File: config.mk
export PLATFORM = sky130hd
export DESIGN_NAME = jtframe_romarb
export DESIGN_NICKNAME = d
export VERILOG_FILES = /design/src/rtl/jtframe_romarb.sv
export SDC_FILE = /design/constraint.sdc
export NUM_CORES = 1
export LEC_CHECK = 0
export ABC_AREA = 1
export CORE_UTILIZATION = 42
export CTS_CLUSTER_DIAMETER = 80
export CTS_CLUSTER_SIZE = 28
export DETAILED_ROUTE_END_ITERATION = 16
export PLACE_DENSITY = 0.81
export SYNTH_ARGS = -nofsm -noshare
export SYNTH_HDL_FRONTEND = slang
export SYNTH_SLANG_ARGS = --single-unit
File: constraint.sdc
create_clock -name clk -period 3.2 [get_ports clk]
set_clock_uncertainty 0.15 [all_clocks]
set_input_delay 0.64 -clock clk [delete_from_list [all_inputs] [get_ports clk]]
set_output_delay 0.64 -clock clk [all_outputs]
set_load 0.005 [all_outputs]
File: src/rtl/jtframe_romarb.sv
// rtl/jtframe_romarb.sv - multi-channel SDRAM ROM read arbiter with retry timeout
// Serves CH ROM-fetch channels over one SDRAM read port, round-robin or fixed priority.
module jtframe_romarb #(
  parameter int CH        = 4,
  parameter int PRIO      = 0,
  parameter int READY_DLY = 16,
  parameter int TOUT      = 255
) (
  input  logic             clk,
  input  logic             rst_n,
  input  logic             downloading,
  input  logic             loop_rst,
  input  logic [CH-1:0]    ch_req,
  input  logic [22*CH-1:0] ch_addr,
  output logic [CH-1:0]    ch_ok,
  output logic [31:0]      ch_data,
  output logic             ready,
  output logic             sdram_req,
  output logic [21:0]      sdram_addr,
  input  logic             sdram_ack,
  input  logic             data_rdy,
  input  logic [31:0]      data_read,
  output logic             refresh_en
);

  localparam int GW = $clog2(CH);
  localparam int RW = $clog2(READY_DLY + 1);

  typedef enum logic [1:0] {IDLE, WAIT_ACK, WAIT_DATA} state_t;

  state_t          state_q;
  logic [GW-1:0]   last_q;
  logic [CH-1:0]   ch_ok_q;
  logic [31:0]     ch_data_q;
  logic [21:0]     addr_q;
  logic            req_q;
  logic            ready_q;
  logic            refresh_q;
  logic [7:0]      timer_q;
  logic [RW-1:0]   rdy_cnt_q;

  logic [CH-1:0]   valid;
  logic [GW-1:0]   win;
  logic [GW-1:0]   idx;
  logic            found;
  int unsigned     idx_i;

  // The channel just completed is masked while its ch_ok is high, so a
  // requester that drops ch_req on ch_ok is never granted twice.
  always_comb begin
    valid = ch_req & ~ch_ok_q;
    win   = '0;
    idx   = '0;
    idx_i = 0;
    found = 1'b0;
    if (PRIO != 0) begin
      for (int i = 0; i < CH; i++) begin
        if (valid[i]) begin
          win   = GW'(i);
          found = 1'b1;
        end
      end
    end else begin
      for (int k = 1; k <= CH; k++) begin
        idx_i = (int'(last_q) + k) % CH;
        idx   = idx_i[GW-1:0];
        if (!found && valid[idx]) begin
          win   = idx;
          found = 1'b1;
        end
      end
    end
  end

  always_ff @(posedge clk) begin
    if (!rst_n || downloading || loop_rst) begin
      state_q   <= IDLE;
      last_q    <= GW'(CH - 1);
      ch_ok_q   <= '0;
      ch_data_q <= '0;
      addr_q    <= '0;
      req_q     <= 1'b0;
      ready_q   <= 1'b0;
      refresh_q <= 1'b1;
      timer_q   <= '0;
      rdy_cnt_q <= '0;
    end else begin
      ch_ok_q   <= '0;
      refresh_q <= (state_q == IDLE) && !found;
      if (rdy_cnt_q != RW'(READY_DLY)) rdy_cnt_q <= rdy_cnt_q + 1'b1;
      ready_q <= (rdy_cnt_q >= RW'(READY_DLY - 1));
      case (state_q)
        IDLE: begin
          if (found) begin
            addr_q  <= ch_addr[22*int'(win) +: 22];
            last_q  <= win;
            req_q   <= 1'b1;
            state_q <= WAIT_ACK;
          end
        end
        WAIT_ACK: begin
          if (sdram_ack) begin
            req_q   <= 1'b0;
            timer_q <= '0;
            if (data_rdy) begin
              ch_data_q       <= data_read;
              ch_ok_q[last_q] <= 1'b1;
              state_q         <= IDLE;
            end else begin
              state_q <= WAIT_DATA;
            end
          end
        end
        WAIT_DATA: begin
          if (data_rdy) begin
            ch_data_q       <= data_read;
            ch_ok_q[last_q] <= 1'b1;
            state_q         <= IDLE;
          end else if (timer_q == 8'(TOUT - 1)) begin
            req_q   <= 1'b1;
            state_q <= WAIT_ACK;
          end else begin
            timer_q <= timer_q + 8'd1;
          end
        end
        default: state_q <= IDLE;
      endcase
    end
  end

  assign ch_ok      = ch_ok_q;
  assign ch_data    = ch_data_q;
  assign ready      = ready_q;
  assign sdram_req  = req_q;
  assign sdram_addr = addr_q;
  assign refresh_en = refresh_q;

endmodule

==> flow_summary.ini <==
[outcome]
outcome = finished, final reports clean

[global_routing]
first_global_vias = 4627
antenna_found_initial = 0
grt-ovfl-total = 0
grt_pass1_wl_mm = 20.1
track_usage_pct = 24.0
grt_start_max_net_pins = 46

[synthesis]
synth_fp_nets = 803
synth_area_leaders = dfxtp_1 (37%), nor2_1 (12%), nand2_1 (11%), nand3_1 (8.4%), inv_1 (7.0%)
ys_seq_area_share_pct = 36.5
synth-edff-count = 0
syn_inst = 659
synth_area_mm2 = 0.00428
syn_area_per_cell_um2 = 6.49
yosys.area.top_type_share_pct = 36.5
synth-seq-cells = 78
ys_types = 34
synth.largest_area_cell = dfxtp_1
synth-main-ff-cell = dfxtp_1
yosys_warnings = 0
synth-async-reset-ratio_pct = 0

[critical_path]
end_kind = register
r2r-start = last_q[1]$_SDFFE_PP1P_
worstPathArrival_ns = 2.88
crit_required_ns = 3.30
crit_start = last_q[1]$_SDFFE_PP1P_
max_stage_delay_ns = 0.44
ff2ff_path_depth = 14
reg2reg_slack_ns = 0.42
r2r_end = sdram_addr[2]$_SDFFE_PP0P_
cp_slowest_cell = dfxtp_1
path_cells = inv_1 -> ha_1 -> inv_1 -> nand3_1 -> nand2_2 -> nand4_2 -> nand2_2 -> nand2_4 -> nand2_8 -> inv_2 -> nand2_1 -> nand2_1 -> a21oi_1 -> nor2_1
criticalPathCategory = register to register
crit_path_max_fanout = 45
cp-start-kind = register
critPathTopFamily = simple AND/OR/NAND/NOR gates
path_buf_inv = 3

[placement]
port_buffers = 190
gp_congestion = 0.840
place_area_mm2 = 0.00625
hpwl_mm = 9.37
dp_cells = 959

[drt]
drt_iter0_drc = 185
drt-pass1-iter-count = 5
wirelength_mm = 12.8
post_drt_wl_per_cell_um = 13.1
drtAntennaViolNets = 0
route.detailed.drc = 0
avgViaCountPerCell = 4.96
dr_total_vias = 4836

[floorplan]
fp.coreArea_mm2 = 0.00982
fp.dieArea_mm2 = 0.0106
io_pins = 191
rows = 36
fp.dieW_um = 103
die_y_um = 103
start_util_pct = 43.5

[clocking]
cts_setup_buffers = 0
cts_hold_buf = 0
clock_insertion_delay_worst_skew_ns = 0.35
cts_inserted_buffers = 9
path_clk_slew_ns = 0.08
ctsResizeCount = 0
cts_max_level = 3
clock_sinks = 78
cts_tree = done
clk_path_buf_depth = 2
ctsRootBufferMaster = clkbuf_8

[min_path]
min_from = rdy_cnt_q[3]$_SDFFE_PP0P_
hp-class = register to register
min_delay_path_depth = 2
min_to = ready$_SDFF_PP0_

[finish]
final_core_util_pct = 65.8
drive_above_1_share_pct = 5.46
antenna_cells = 0
stdcell_count = 975
layout.nets = 981
synthToLayoutAreaGrowth_pct = 51.2
stdcell_area_mm2 = 0.00646

[timing]
rsz0062_at_grt = false
fmax_ghz = 0.360
period_share_pct = 86.9
worst_pin_slew_ns = 1.05
drv_slew = 0
setup_violations = 0
setup_tns_ns = 0
hold_viol = 0
fin_crit_ns = 2.78
slew-limit-headroom_pct = 29.8

[power]
ir_drop_v = 0.000276
power_density_mw_per_mm2 = 390
p_total_mw = 2.52
power_leakage_nw = 2.93

[job]
maxCapViolCount = 0
how the worst max path moves through the flow:
stage                                       end  depth (start not counted)
floorplan            sdram_addr[3]$_SDFFE_PP0P_                         16
global placement    sdram_addr[21]$_SDFFE_PP0P_                         14
detailed placement   sdram_addr[2]$_SDFFE_PP0P_                         14
CTS                  sdram_addr[2]$_SDFFE_PP0P_                         14
global route         sdram_addr[2]$_SDFFE_PP0P_                         14
finish               sdram_addr[2]$_SDFFE_PP0P_                         14
metal layers:
metal	share of wire (%)	global-route usage, %	up-vias
met2	52	43.5	185
li1	-	-	2413
met5	0	0	-
met4	2.7	8.88	0
met3	7.5	7.39	30
met1	38	26.3	2208
area by class of cell:
| type | count | area (µm²) |
|---|---|---|
| inverter | 84 | 320 |
| fill | 926 | 3350 |
| clock buffer | 11 | 151 |
| clock inverter | 5 | 65.1 |
| timing repair buffer | 198 | 1960 |
| multi-input combinational | 466 | 2240 |
| sequential | 78 | 1560 |
| tap | 133 | 166 |
cells by family after synthesis:
family | after synthesis | synth area share [%]
compound gates | 72 | 8.72
xor+xnor | 1 | 0.205
fa+ha+maj | 14 | 4.10
buf+inv | 115 | 11.2
flops | 78 | 36.5
simple gates | 379 | 39.2
worst reg2reg max path, stage by stage (launching register included):
cell     delay [ns]
dfxtp_1        0.44
inv_1          0.16
ha_1           0.35
inv_1          0.13
nand3_1        0.11
nand2_2        0.12
nand4_2        0.16
nand2_2        0.11
nand2_4        0.07
nand2_8        0.22
inv_2          0.23
nand2_1        0.13
nand2_1        0.07
a21oi_1        0.18
nor2_1         0.07
synth_stat cells (3+ instances only):
library cell,n
o21ai_0,44
nand4_1,3
nand2_1,129
dfxtp_1,78
inv_1,80
a21oi_1,24
nor2_2,3
nand3_2,4
buf_2,11
ha_1,14
nor3_1,4
nor2_1,140
nand3_1,72
nand3b_1,12
nand2_2,3
inv_2,3
clkbuf_1,13
buf_4,4
stage by stage:
step / hold slack, ns / setup slack (ns)
2_1_floorplan: 0.289 / 0.958
3_3_place_gp: 0.307 / 0.361
3_5_place_dp: 0.311 / 0.194
4_1_cts: 0.326 / 0.439
5_1_grt: 0.341 / 0.243
6_report: 0.322 / 0.419
sequential cells by signal, summed over array words and instances (netlist names):
register	cells
rdy_cnt_q	5
sdram_req	1
ch_ok	4
ready	1
refresh_en	1
state_q	2
ch_data	32
last_q	2
timer_q	8
sdram_addr	22
report_power, final:
group          internal (mW)  switching (mW)  total [mW]  leakage, nW
Clock                  0.412           0.391       0.802        0.111
Combinational          0.336           0.372       0.708         2.19
Sequential             0.996          0.0161        1.01        0.631
placed cells by master (no fill, tap or decap), drive strengths merged, types with 4 or more instances in the layout:
cell | Yosys | routed
nor3 | 4 | 4
nand3b | 12 | 12
ha | 14 | 14
nand2 | 134 | 134
inv | 84 | 86
nand4 | 4 | 4
clkbuf | 13 | 11
dfxtp | 78 | 78
o21ai | 45 | 45
a21oi | 24 | 24
nor2 | 144 | 144
buf | 18 | 8
nand3 | 77 | 77
clkdlybuf4s50 | 0 | 190
No activity file was read; power rests on OpenSTA's default activity.
